`config.mk`:
```
export PLATFORM = sky130hd
export DESIGN_NAME = lfsr_monitor
export DESIGN_NICKNAME = d
export VERILOG_FILES = /design/src/rtl/lfsr_pkg.sv /design/src/rtl/lfsr_monitor_sat_counter.sv /design/src/rtl/lfsr_monitor.sv
export SDC_FILE = /design/constraint.sdc
export NUM_CORES = 1
export LEC_CHECK = 0
export CORE_UTILIZATION = 45
export DETAILED_ROUTE_END_ITERATION = 10
export GPL_TIMING_DRIVEN = 0
export HOLD_SLACK_MARGIN = 0.05
export PLACE_DENSITY = 0.7
export SYNTH_ARGS = -nofsm -noshare
export SYNTH_HDL_FRONTEND = slang
export SYNTH_SLANG_ARGS = --single-unit
export TNS_END_PERCENT = 5
```
`constraint.sdc`:
```
create_clock -name clk -period 4.3 [get_ports clk]
set_input_delay 0.645 -clock clk [delete_from_list [all_inputs] [get_ports clk]]
set_output_delay 0.645 -clock clk [all_outputs]
set_load 0.05 [all_outputs]
```
`src/rtl/lfsr_pkg.sv`:
```
// Shared definitions for the LFSR sequence monitor: FSM encodings,
// error-flag bit positions and the default sequence width.
package lfsr_pkg;

    localparam int LFSR_WIDTH = 8;

    typedef enum logic [1:0] {
        ST_IDLE  = 2'd0,
        ST_ALIGN = 2'd1,
        ST_RUN   = 2'd2,
        ST_DONE  = 2'd3
    } state_t;

    localparam int ERR_W       = 3;
    localparam int ERR_EARLY   = 0;
    localparam int ERR_MISSING = 1;
    localparam int ERR_STUCK   = 2;

endpackage

```
`src/rtl/lfsr_monitor_sat_counter.sv`:
```
// 8-bit event counter that adds 0, 1 or 2 per cycle and sticks at 255.
module sat_counter
    import lfsr_pkg::*;
(
    input  logic       clk,
    input  logic       rst,
    input  logic       clr,
    input  logic [1:0] inc,
    output logic [7:0] value
);

    function automatic logic [7:0] sat_add(input logic [7:0] a, input logic [1:0] b);
        logic [8:0] sum;
        sum = {1'b0, a} + {7'b0, b};
        return sum[8] ? 8'hFF : sum[7:0];
    endfunction

    always_ff @(posedge clk or negedge rst) begin
        if (!rst) begin
            value <= '0;
        end else if (clr) begin
            value <= '0;
        end else begin
            value <= sat_add(value, inc);
        end
    end

endmodule

```
`src/rtl/lfsr_monitor.sv`:
```
// Checks that a full-period (2^WIDTH, zero included) LFSR stream repeats
// exactly once per period, flagging early zeros, missing zeros and stuck values.
module lfsr_monitor
    import lfsr_pkg::*;
#(
    parameter int WIDTH = LFSR_WIDTH
) (
    input  logic             clk,
    input  logic             rst,
    input  logic             start,
    input  logic             in_valid,
    input  logic [WIDTH-1:0] in_data,
    output logic             busy,
    output logic             done,
    output logic             pass,
    output logic [ERR_W-1:0] err,
    output logic [WIDTH:0]   period,
    output logic [7:0]       err_count
);

    localparam logic [WIDTH:0] N   = {1'b1, {WIDTH{1'b0}}};
    localparam logic [WIDTH:0] ONE = {{WIDTH{1'b0}}, 1'b1};

    state_t             state, state_nxt;
    logic [WIDTH:0]     count, count_nxt, count_inc, period_nxt;
    logic [WIDTH-1:0]   prev, prev_nxt;
    logic [ERR_W-1:0]   err_nxt;
    logic [1:0]         inc;
    logic               clr;
    logic               is_zero, is_stuck, closing, seq_evt;

    always_ff @(posedge clk or negedge rst) begin
        if (!rst) begin
            state <= ST_IDLE;
        end else begin
            state <= state_nxt;
        end
    end

    always_comb begin
        state_nxt  = state;
        count_nxt  = count;
        prev_nxt   = prev;
        err_nxt    = err;
        period_nxt = period;
        inc        = 2'd0;
        clr        = 1'b0;
        count_inc  = count + ONE;
        is_zero    = (in_data == '0);
        is_stuck   = (in_data == prev);
        closing    = (count_inc == N);
        // Closing sample must be zero; any other sample must not be.
        seq_evt    = closing ? !is_zero : is_zero;

        if (start) begin
            state_nxt  = ST_ALIGN;
            count_nxt  = '0;
            prev_nxt   = '0;
            err_nxt    = '0;
            period_nxt = '0;
            clr        = 1'b1;
        end else if (in_valid) begin
            case (state)
                ST_ALIGN: begin
                    if (is_zero) begin
                        state_nxt = ST_RUN;
                        count_nxt = '0;
                        prev_nxt  = '0;
                    end else begin
                        count_nxt = count_inc;
                        if (closing) begin
                            err_nxt[ERR_MISSING] = 1'b1;
                            inc                  = 2'd1;
                            state_nxt            = ST_DONE;
                        end
                    end
                end
                ST_RUN: begin
                    count_nxt = count_inc;
                    prev_nxt  = in_data;
                    if (closing) begin
                        period_nxt = N;
                        state_nxt  = ST_DONE;
                        if (!is_zero) err_nxt[ERR_MISSING] = 1'b1;
                    end else if (is_zero) begin
                        err_nxt[ERR_EARLY] = 1'b1;
                    end
                    if (is_stuck) err_nxt[ERR_STUCK] = 1'b1;
                    inc = {1'b0, seq_evt} + {1'b0, is_stuck};
                end
                default: ;
            endcase
        end
    end

    // Flags are derived from next-state so they line up with the state register.
    always_ff @(posedge clk or negedge rst) begin
        if (!rst) begin
            count  <= '0;
            prev   <= '0;
            err    <= '0;
            period <= '0;
            busy   <= 1'b0;
            done   <= 1'b0;
            pass   <= 1'b0;
        end else begin
            count  <= count_nxt;
            prev   <= prev_nxt;
            err    <= err_nxt;
            period <= period_nxt;
            busy   <= (state_nxt == ST_ALIGN) || (state_nxt == ST_RUN);
            done   <= (state_nxt == ST_DONE);
            pass   <= (state_nxt == ST_DONE) && (err_nxt == '0);
        end
    end

    sat_counter u_err_count (
        .clk   (clk),
        .rst   (rst),
        .clr   (clr),
        .inc   (inc),
        .value (err_count)
    );

endmodule

```
==> metrics.md <==
| Metric | Value |
|---|---|
| Status | `finished, final reports clean` |
| Worst-margin pin slew | `between 0.7 and 0.8 ns` |
| Critical path endpoint category | `register` |
| Worst Path Arrival | `between 4 and 5 ns` |
| Routed met1 length | `1780 µm` |
| Initial DRC count | `96` |
| Area grow syn2layout | `21.6%` |
| Sequential cell area | `approximately 850 µm²` |
| Slew Viols, Final | `0` |
| Synth cell types | `50` |
| CTS tree | `built` |
| Top cell type's share of synthesized area | `0.431` |
| # setup viols final | `0` |
| Switching power | `around 220 µW` |
| Reg clk slew, reported paths | `roughly 0.060 ns` |
| Slew HR | `0.506` |
| Max-cap violations | `0` |
| Area leader, netlist | `dfrtp_1` |
| Data required, critical path | `4.46 ns` |
| Die area | `approximately 4700 µm²` |
| Routability-driven placement congestion ratio | `~0.78` |
| Top Metal Used | `met4` |
| Comb pwr share | `0.219` |
| Row cnt | `23` |
| Count leader, synth | `dfrtp_1` |
| Core Footprint | `~4100 µm²` |
| Critical path type | `input pin to register` |
| Via count | `between 1000 and 1500` |
| Largest cells by area after synthesis | `dfrtp_1 (43%), ha_1 (5.7%), xor2_1 (5.3%), a22o_1 (3.6%), buf_4 (3.4%)` |
| Leakage | `around 1.2 nW` |
| Reg2reg path depth | `16` |
| Post-CTS Setup Bufs | `0` |
| GRT Total Usage | `0.184` |
| Sequential power share | `0.469` |
| Final HPWL DP | `about 2700 µm` |
| EDFF count, synth | `0` |
| Syn Area/Cell | `a little over 10 µm²` |
| Num CTS Buffers | `5` |
| First-pass GRT wire length | `6220 µm` |
| Seq/Total Area, Yosys | `0.431` |
| Met2 WL post-DR | `~1600 µm` |
| #FFs+latches synth | `34` |
| Initial antenna violation count | `0` |
| Fmax achieved | `259 MHz` |
| Antenna Violating Nets Remaining | `0` |
| Largest net degree at the start of global routing | `35` |
| Clock root cell | `clkbuf_8` |
| Number of global-route vias before repair | `roughly 1400` |
| Diodes inserted | `0` |
| Pwr/cell area | `just over 300 nW/µm²` |
| Number of remaining DRC errors | `0` |
| Unrepaired setup endpoints after global routing | `no` |
| CTS H-tree depth | `2` |
| Area of the multi-input gates | `about 1000 µm²` |
| Peak VDD IR | `0.000143 V` |
| Final period utilization | `0.898` |
| Hold/Removal Path Class | `input pin to asynchronous set/reset pin` |
| Routed vias/inst | `5.16` |
| Clk sinks | `34` |
| Max Clock Skew | `a little under 0.004 ns` |
| Routed length per placed instance | `between 10 and 15 µm` |
| Hold Buf Count CTS | `0` |
| Die width | `68.2 µm` |
| NumNets Final | `approximately 260` |
| IO buf count | `26` |
| Fillers | `between 300 and 400` |
| Crit path launch type | `input pin` |
| First-pass detailed-route iteration total | `4` |
| Power Internal | `a little over 500 µW` |
| Ports | `35` |
| Aggregate global routing overflow | `0` |
| Worst Path Max Fanout | `5` |
| Synthesized area | `a little under 2000 µm²` |
| Clk pwr share | `0.312` |
| Synth Flop Type | `dfrtp_1` |
| Yosys warns | `0` |
| Final Hold Vio Count | `0` |
| Setup TNS | `0 ns` |
| Die Ht | `slightly below 70 µm` |
| Initial core utilization | `0.479` |
| Bufs on Longest Clock Path | `2` |
| Share of layout cells above drive strength 1 | `0.132` |
| Ys async rst share | `1.00` |
| Final WL | `about 3600 µm` |
| Net Sw Frac | `0.301` |
| Clock Latency Late Sink | `0.28 ns` |
| Mapped Cells | `196` |
| Final core occ | `0.583` |
| Final min period | `3.86 ns` |
| Commonest cells post-synth | `dfrtp_1 (34), inv_1 (15), nand2_1 (14)` |
| Met3 Wirelength | `about 150 µm` |
| Post-cts resize count | `0` |
## stage by stage
step	power (mW)	instances	hold slack (ns)	setup WS, ns	cell area (µm²)
CTS	0.751	285	0.454	0.421	2400
detailed placement	0.517	279	0.488	0.117	2320
global placement	0.515	279	0.483	0.159	2320
global route	0.784	285	0.485	0.168	2400
floorplan	0.465	203	0.349	0.944	2000
finish	0.742	285	0.424	0.439	2400
## kinds of logic (layout without fill, tap and decap cells)
group	count (synthesis)	in the layout	share of synthesized area
buffers and inverters	27	59	0.0742
and+or+nand+nor	62	62	0.186
DFF	34	34	0.431
AOI/OAI and AO/OA	46	46	0.167
muxes	2	2	0.0101
other	1	8	0.00190
xor gates and xnor gates	14	14	0.0621
adders and majority gates	10	10	0.0672
## critical path, stage by stage
cell             delay, ns
clkdlybuf4s50_1       0.46
nor4_2                0.45
nand2_2               0.17
ha_1                  0.31
inv_1                 0.04
ha_1                  0.26
a22oi_1               0.07
nor3_1                0.23
ha_1                  0.20
inv_1                 0.05
fa_1                  0.41
or2_2                 0.33
nor4b_1               0.30
nor3_1                0.09
## cells in the final DEF, fill, tap and decap left out, types with 2 or more instances in the layout
master and count:
a21o_1 4, nor4_1 5, nor4_2 2, mux2i_1 2
clkbuf_8 7, o22ai_1 4, a22o_1 8, xnor2_1 2
and2b_1 2, buf_4 9, buf_2 2, ha_1 9
nor2_1 9, nor3_1 6, a31oi_1 2, o31ai_1 2
a21oi_1 10, clkdlybuf4s50_1 25, nand2_1 14, dfrtp_1 34
nand4_1 2, nand3_1 5, inv_1 15, xor2_1 12
conb_1 8, o21ai_0 7, nand4_2 2, nor2b_1 3
## path summary, 6_finish.rpt
| path | startpoint | to | slack [ns] |
|---|---|---|---|
| max | in_data[0] | u_err_count.value[6] | 0.44 |
| min | rst | prev[6] | 0.42 |
| max reg2reg | count[0] | u_err_count.value[6] | 0.69 |
| min reg2reg | period[8] | period[8] | 0.50 |
| max in group asynchronous | rst | count[7] | 3.40 |
| min in group clk | period[8] | period[8] | 0.50 |
## sequential cells by signal, indices dropped and copies added (netlist names)
| register | flops |
|---|---|
| period | 1 |
| busy | 1 |
| done | 1 |
| u_err_count.value | 8 |
| pass | 1 |
| prev | 8 |
| err | 3 |
| count | 9 |
| state | 2 |
## power by group through the flow
stage	clock network, mW	logic (mW)	registers (mW)
3_5_place_dp	0	0.163	0.353
5_1_grt	0.252	0.181	0.350
2_1_floorplan	0	0.0871	0.378
3_3_place_gp	0	0.162	0.353
6_report	0.231	0.162	0.348
4_1_cts	0.239	0.164	0.348
## area by class of cell
cell class	instances	area share
repair buffers	26	0.106
inverters	15	0.0235
well taps	50	0.0261
flip-flops and latches	34	0.355
multi-input cells	142	0.418
clock buffers	6	0.0344
plain buffers	12	0.0375
## layer usage
layer	vias up	global-route usage
li1	756	-
met5	-	0
met3	7	0.0450
met1	679	0.235
met4	0	0.0807
met2	28	0.292
(Power assumes the default switching activity.)
==> RTL edit, RTL diff (same flow settings) <==
Encoding of `state_t`: now one-hot (4 bits for 4 states).
--- a/src/rtl/lfsr_pkg.sv
+++ b/src/rtl/lfsr_pkg.sv
@@ -4,11 +4,11 @@
 
     localparam int LFSR_WIDTH = 8;
 
-    typedef enum logic [1:0] {
-        ST_IDLE  = 2'd0,
-        ST_ALIGN = 2'd1,
-        ST_RUN   = 2'd2,
-        ST_DONE  = 2'd3
+    typedef enum logic [3:0] {
+        ST_IDLE  = 4'b0001,
+        ST_ALIGN = 4'b0010,
+        ST_RUN   = 4'b0100,
+        ST_DONE  = 4'b1000
     } state_t;
 
     localparam int ERR_W       = 3;
Behaviour: same outputs for any inputs over 10 cycles, from zero or initial values and one cycle with rst low; not proved beyond that.
==> RTL edit against the unedited design <==
  * Setup slack got worse by 0.13 ns
  * Synthesized area increased by 4.4%
  * Sequential cell count increased by 2
  * Design area increased by 3.4%
  * Final cell count increased by 14%
  * Register-to-register slack got worse by 0.16 ns
  * Global-route usage increased by 0.38 points
  * Non-clock buffer count increased by 5
  * Routed wire length increased by 19%
  * Clock skew increased by 0.0040 ns
  * Hold slack improved by 0.016 ns
  * First-iteration DRC count increased by 5.2%
  * Fmax decreased by 3.4%
  * Critical path type unchanged
  * Critical endpoint unchanged
Power is not compared: it rests on default switching activity, and its combinational part moved more than twofold at a synthesized area within 25%.
==> RTL edit: results <==
[final_layout]
finalNonFillerCells = 324
finalNetCount = 290
diodes = 0
n_fill_cell = 427
drive_gt1_share_pct = 9.93

[route]
first_iter_violations = 101
vias_per_cell = 5.26

[synth]
synthTopCellsByCount = "dfrtp_1, nand2_1, o21ai_0"
synth.lib_cells_used.distinct = 47
ys_top_cells_by_area = "dfrtp_1, nand2_1, o21ai_0, xnor2_1, nor2_1"
ys_seq_area_share_pct = 43.8
synth_cells = 233

[placed_design]
hpwl_um = 3070
place_congestion = 0.769
numPortBuffers = 25

[power]
peakVddDrop_mv = 0.166

[worst_setup_path]
slowest_delay_ns = 0.48
startpoint = "in_data[4]"
rrSetupSlack_ns = 0.53
worstPathMaxFanout = 6

[timing]
fin_skew_ns = 0.00791

[grt]
grt.met1_usage_pct = 24.0
grt_use_total_pct = 18.8
grt_pass1_vias = 1584
grt_use_met3_pct = 4.94
grt_pass1_wl_um = 7120

[outcome]
status = "completed"

[cts]
cts_buffer_depth = 2
RTL edit: cell count changes after synthesis, moves of 5 or more:
cell      before  now
nor2_1         9   20
clkbuf_1       1    6
o21ai_0        7   21
a22o_1         8    1
nand2_1       14   30
xnor2_1        2   10
xor2_1        12    4
RTL edit: through the flow:
stage                     cell area [um2]  hold WS, ns  utilization (%)  power (mW)  worst slack (ns)
after floorplan                      2090        0.349                -       0.400             0.852
after global placement               2400        0.482             54.8       0.427           -0.0172
after detailed placement             2400        0.496             54.7       0.426           -0.0402
after CTS                            2470        0.463             56.4       0.651             0.251
after global routing                 2480        0.495             56.6       0.676            0.0301
final                                2480        0.440             56.6       0.643             0.305
RTL edit: what timing repair did:
item,4_1_cts,5_1_grt
hold endpoints to repair,0,0
buffers inserted,0,0
gates resized for setup,0,2
setup endpoints to repair,0,7
RTL edit: power by group:
| group | total (mW) | switching (mW) | internal (mW) |
|---|---|---|---|
| Combinational | 0.0765 | 0.0507 | 0.0259 |
| Clock | 0.223 | 0.113 | 0.110 |
| Sequential | 0.344 | 0.00223 | 0.341 |
| Total | 0.643 | 0.166 | 0.477 |
RTL edit: area by class of cell:
cell class,instances,area share [%]
clock buffers,6,2.92
multi-input cells,175,42.3
clock inverters,1,0.202
flip-flops and latches,36,36.3
well taps,52,2.62
repair buffers,25,9.88
plain buffers,18,4.08
inverters,11,1.66
RTL edit: cells by family (layout without fill, tap and decap cells):
family / Yosys count / in the layout / synth area share, %
AOI/OAI and AO/OA: 59 / 59 / 18.1
xor gates and xnor gates: 14 / 14 / 5.95
adders and majority gates: 6 / 6 / 4.01
buffers and inverters: 29 / 61 / 6.93
DFF: 36 / 36 / 43.8
muxes: 1 / 1 / 0.486
other: 1 / 8 / 0.182
and+or+nand+nor: 87 / 87 / 20.5
